==> config.mk <==
export PLATFORM = sky130hd
export DESIGN_NAME = nibble_serial_adder
export DESIGN_NICKNAME = d
export VERILOG_FILES = /design/src/rtl/nibble_serial_adder.sv
export SDC_FILE = /design/constraint.sdc
export NUM_CORES = 1
export LEC_CHECK = 0
export ABC_AREA = 0
export CORE_ASPECT_RATIO = 0.7
export CORE_MARGIN = 2
export CORE_UTILIZATION = 30
export DETAILED_ROUTE_END_ITERATION = 7
export PLACE_DENSITY = 0.63
export SYNTH_ARGS = -nofsm -noshare
export SYNTH_HDL_FRONTEND = slang
export SYNTH_SLANG_ARGS = --single-unit
==> constraint.sdc <==
create_clock -name clk -period 1.82 [get_ports clk]
set_input_delay 0.182 -clock clk [delete_from_list [all_inputs] [get_ports clk]]
set_output_delay 0.182 -clock clk [all_outputs]
set_load 0.05 [all_outputs]
==> src/rtl/nibble_serial_adder.sv <==
// Serial 32-bit adder that sums one nibble per clock, LSB nibble first, with a handshake on both ends.
// Optional subtract mode is enabled by defining NIBBLE_SERIAL_ADDER_SUB_EN (adds the 'sub' input).
module nibble_serial_adder (
  input  logic        clk,
  input  logic        rst,
  input  logic        start_valid,
  output logic        start_ready,
  input  logic [31:0] a,
  input  logic [31:0] b,
`ifdef NIBBLE_SERIAL_ADDER_SUB_EN
  input  logic        sub,
`endif
  output logic [31:0] result,
  output logic        carry_out,
  output logic        done_valid,
  input  logic        done_ready,
  output logic        busy
);

  localparam int unsigned DATA_W = 32;
  localparam int unsigned NIB_W  = 4;
  localparam int unsigned SUM_W  = NIB_W + 1;
  localparam int unsigned CNT_W  = 3;
  localparam logic [CNT_W-1:0] CNT_LAST = CNT_W'(DATA_W / NIB_W - 1);

  typedef enum logic [1:0] {
    S_IDLE = 2'd0,
    S_RUN  = 2'd1,
    S_DONE = 2'd2
  } state_e;

  state_e              state_q, state_d;
  logic [CNT_W-1:0]    cnt_q, cnt_d;
  logic                carry_q, carry_d;
  logic [DATA_W-1:0]   a_q, a_d;
  logic [DATA_W-1:0]   b_q, b_d;
  logic [DATA_W-1:0]   sum_q, sum_d;
  logic [DATA_W-1:0]   result_q, result_d;
  logic                carry_out_q, carry_out_d;
  logic                done_valid_q, done_valid_d;
  logic                start_ready_q, start_ready_d;
  logic                busy_q, busy_d;

  // Operation mode seen at the accept edge and the mode held for the running operation.
  logic                accept_sub;
  logic                run_sub;

`ifdef NIBBLE_SERIAL_ADDER_SUB_EN
  logic sub_q, sub_d;
  assign accept_sub = sub;
  assign run_sub    = sub_q;

  always_ff @(posedge clk) begin
    if (rst) sub_q <= 1'b0;
    else     sub_q <= sub_d;
  end

  always_comb begin
    sub_d = sub_q;
    if (state_q == S_IDLE && start_valid) sub_d = accept_sub;
  end
`else
  assign accept_sub = 1'b0;
  assign run_sub    = 1'b0;
`endif

  // Current nibble adder; in subtract mode b is inverted and the carry was seeded with 1.
  logic [NIB_W-1:0] b_nib;
  logic [SUM_W-1:0] nib_sum;

  always_comb begin
    b_nib   = b_q[NIB_W-1:0] ^ {NIB_W{run_sub}};
    nib_sum = SUM_W'(a_q[NIB_W-1:0]) + SUM_W'(b_nib) + SUM_W'(carry_q);
  end

  always_ff @(posedge clk) begin
    if (rst) begin
      state_q       <= S_IDLE;
      cnt_q         <= '0;
      carry_q       <= 1'b0;
      a_q           <= '0;
      b_q           <= '0;
      sum_q         <= '0;
      result_q      <= '0;
      carry_out_q   <= 1'b0;
      done_valid_q  <= 1'b0;
      start_ready_q <= 1'b1;
      busy_q        <= 1'b0;
    end else begin
      state_q       <= state_d;
      cnt_q         <= cnt_d;
      carry_q       <= carry_d;
      a_q           <= a_d;
      b_q           <= b_d;
      sum_q         <= sum_d;
      result_q      <= result_d;
      carry_out_q   <= carry_out_d;
      done_valid_q  <= done_valid_d;
      start_ready_q <= start_ready_d;
      busy_q        <= busy_d;
    end
  end

  // Operands shift right a nibble per RUN cycle; sum nibbles shift in from the top so the
  // first (least significant) nibble lands at bit 0 after the eighth step.
  always_comb begin
    state_d     = state_q;
    cnt_d       = cnt_q;
    carry_d     = carry_q;
    a_d         = a_q;
    b_d         = b_q;
    sum_d       = sum_q;
    result_d    = result_q;
    carry_out_d = carry_out_q;

    unique case (state_q)
      S_IDLE: begin
        if (start_valid) begin
          a_d     = a;
          b_d     = b;
          sum_d   = '0;
          carry_d = accept_sub;
          cnt_d   = '0;
          state_d = S_RUN;
        end
      end
      S_RUN: begin
        a_d     = a_q >> NIB_W;
        b_d     = b_q >> NIB_W;
        sum_d   = {nib_sum[NIB_W-1:0], sum_q[DATA_W-1:NIB_W]};
        carry_d = nib_sum[NIB_W];
        cnt_d   = cnt_q + CNT_W'(1);
        if (cnt_q == CNT_LAST) begin
          state_d     = S_DONE;
          result_d    = sum_d;
          carry_out_d = nib_sum[NIB_W];
        end
      end
      S_DONE: begin
        if (done_ready) begin
          state_d     = S_IDLE;
          result_d    = '0;
          carry_out_d = 1'b0;
        end
      end
      default: begin
        state_d     = S_IDLE;
        cnt_d       = '0;
        carry_d     = 1'b0;
        result_d    = '0;
        carry_out_d = 1'b0;
      end
    endcase

    done_valid_d  = (state_d == S_DONE);
    busy_d        = (state_d != S_IDLE);
    start_ready_d = (state_d == S_IDLE);
  end

  assign start_ready = start_ready_q;
  assign busy        = busy_q;
  assign done_valid  = done_valid_q;
  assign result      = result_q;
  assign carry_out   = carry_out_q;

endmodule

==> flow_metrics.tcl <==
set metrics [dict create \
    synth_area_um2 5840 \
    setup_tns_ps 0 \
    clk_latency_ps 420 \
    ant_nets 0 \
    drt_iter0_markers 424 \
    path_delay_family "buffers and inverters" \
    cts_tree "built" \
    synth_edf_count 0 \
    rsz0062_at_grt "false" \
    arrival_ps 1590 \
    nets 907 \
    synthDistinctLibCells 32 \
    max_stage_delay_ps 830 \
    synthesis.instances 756 \
    synthAdderAreaFrac_pct 1.76 \
    antennaDiodeCount 0 \
    synth_mux_area_share_pct 0.343 \
    async_flop_share_pct 0 \
    area_growth_pct 32.0 \
    wl_um 15100 \
    grt_max_degree 93 \
    syn_nets 831 \
    rrSetupSlack_ps 70 \
    dp_slack_ps 34.5 \
    wire_per_inst_um 13.7 \
    port_buffers 103 \
    worstHoldStart "rst" \
    synth-simple-area-share_pct 31.6 \
    pin_count 104 \
    die_y_um 121 \
    route.detailed.drc 0 \
    cts_hold_buf 0 \
    vias 5159 \
    rows 42 \
    layout-drive-gt1-share_pct 8.88 \
    cp-end-kind "primary output" \
    clock_path_buffers 2 \
    grt_pass1_vias 4638 \
    cp.buffers_inverters 1 \
    die_x_um 171 \
    coreArea_um2 19000 \
    cts_root_buf "clkbuf_16" \
    slew-limit-headroom_pct 63.1 \
    worstPathMaxFanout 2 \
    p_per_area_nw_per_um2 997 \
    p_leak_nw 3.00 \
    critPathLaunchType "flop" \
    post-synth-top-area-fraction_pct 45.9 \
    synth_area_per_cell_um2 7.72 \
    synthXorXnorAreaFrac_pct 0.300 \
    stdcell_count 1109 \
    synth.most_common_cell "nor2_1" \
    routed_via_density 4.65 \
    fmax_mhz 563 \
    die_area_um2 20600 \
    grt_usage_pct 15.2 \
    setup_viol 0 \
    hold_class "in -> reg" \
    status "finished, final reports clean" \
    synth_compound_area_share_pct 14.1 \
    overflow 0 \
    slew_violations 0 \
    crit_chain "clkdlybuf4s50_1" \
    synthTopCellsByArea "dfxtp_1, nor2_1, a21oi_1" \
    grt_first_pass_wirelength_um 24500 \
    hold_end "cnt_q[2]" \
    r2r_end "carry_out" \
    crit_type "reg -> out" \
    htreeDepth 4 \
    dp.cells 1077 \
    hpwl_um 9640 \
    hold_viol 0 \
    finalClockSkew_ps 11.3 \
    whs_path_depth 2 \
    finalPower_mw 7.68 \
    synth_top_family_by_area "simple AND/OR/NAND/NOR gates" \
    vdd_drop_max_v 0.000448 \
    worstPathRequired_ps 1640 \
    crit_slowest_cell "clkdlybuf4s50_1" \
    synth-seq-area-share_pct 45.9 \
    start_util_pct 30.8 \
    post-route-period-util_pct 97.6 \
    synthTopCellsByCount "nor2_1, dfxtp_1, a21oi_1" \
    place.gp.congestion 0.761 \
    reg2reg_depth 6 \
    antenna_found_initial 0 \
    ys_ff_latch 134 \
    regToRegStartpoint "carry_q" \
    cts-buffers-inserted 17 \
    yosys_warnings 0 \
    yosysTopAreaCell "dfxtp_1" \
    clk_pin_slew_worst_paths_ps 60 \
    cts.sink_count 134 \
    period_needed_ps 1780 \
    setup_slack_ps 43.8 \
    drv_cap 0 \
    dr.pass1.iters 5 \
    synth_ff_type "dfxtp_1" \
    worstMarginPinSlew_ps 554 \
]
-- worst reg2reg max path: stages (launching register included) --
cell      delay, ps
dfxtp_1         330
fa_1            470
fa_2            370
a21oi_1         150
nor2b_1          70
o211ai_1        160
a21oi_1          90
-- cells by family after synthesis --
| group | Yosys count |
|---|---|
| XOR/XNOR | 2 |
| flip-flops | 134 |
| adder cells (fa/ha/maj) | 7 |
| buffers and inverters | 67 |
| AND/OR/NAND/NOR | 406 |
| multiplexers | 2 |
| AO/OA/AOI/OAI | 138 |
-- registers in the layout (all words and copies together) (netlist names) --
register and flops:
a_q 32, b_q 32, result 32, sum_q 28, cnt_q 3, state_q 2, busy 1, carry_out 1
carry_q 1, done_valid 1, start_ready 1
-- power by group --
part	internal (mW)	switching (mW)	total, mW
combinational	0.400	0.461	0.861
sequential	3.07	0.0819	3.16
clock	2.23	1.43	3.66
total	5.71	1.97	7.68
-- cells in the final DEF, fill, tap and decap left out, drive strengths merged --
cell type	synthesis	routed
nor3b	1	1
nand2	42	42
clkinv	0	2
clkdlybuf4s50	0	92
clkinvlp	0	2
nand3	32	32
inv	2	9
bufinv	0	3
dfxtp	134	134
nand3b	10	10
nor2	203	203
a21o	2	2
nor2b	58	58
nor3	57	57
clkbuf	22	18
o41ai	1	1
dlymetal6s2s	0	2
o211ai	1	1
buf	43	28
or4	1	1
o21ai	2	2
a22oi	29	29
ha	5	5
fa	2	2
mux2i	2	2
or2	1	1
a21oi	102	102
xor2	2	2
o21a	1	1
nand4b	1	1
-- timing repair --
| action | in CTS | in global routing |
|---|---|---|
| hold endpoints to repair | 0 | 0 |
| setup buffers | 0 | 0 |
| gates resized for setup | 0 | 3 |
| setup endpoints to repair | 0 | 4 |
-- final cells by class --
type	instances	area, um2
clock buffers	18	439
fillers	1962	11300
repair buffers	122	1240
inverters	2	7.51
well taps	264	330
flip-flops and latches	134	2690
multi-input cells	555	2810
clock inverters	14	186
-- worst max path at each step --
stage / start / to / slack, ps / cells past startpoint
after CTS: carry_out / carry_out / 20 / 1
after floorplan: carry_q / carry_out / 120 / 6
after detailed placement: carry_q / carry_out / 30 / 6
final: carry_out / carry_out / 40 / 1
after global routing: result[12] / result[12] / 2 / 1
after global placement: carry_q / carry_out / 40 / 6
-- routing by layer --
metal / share of wire, % / wire length [um] / GRT usage [%] / up-vias
met5: 0 / 0 / 0 / -
met4: 1.0 / 153 / 5.13 / 0
met3: 6.0 / 915 / 4.94 / 12
met2: 38 / 5810 / 19.8 / 120
met1: 55 / 8270 / 23.0 / 2361
li1: - / - / - / 2666
-- metrics by stage --
stage               hold slack [ps]  util (%)  cell area (um2)
floorplan                       346         -             5840
CTS                             107      40.6             7700
global route                    116      40.6             7700
finish                          121      40.6             7700
detailed placement              445      37.3             7070
global placement                440      37.3             7070
No activity file was read; power rests on OpenSTA's default activity.
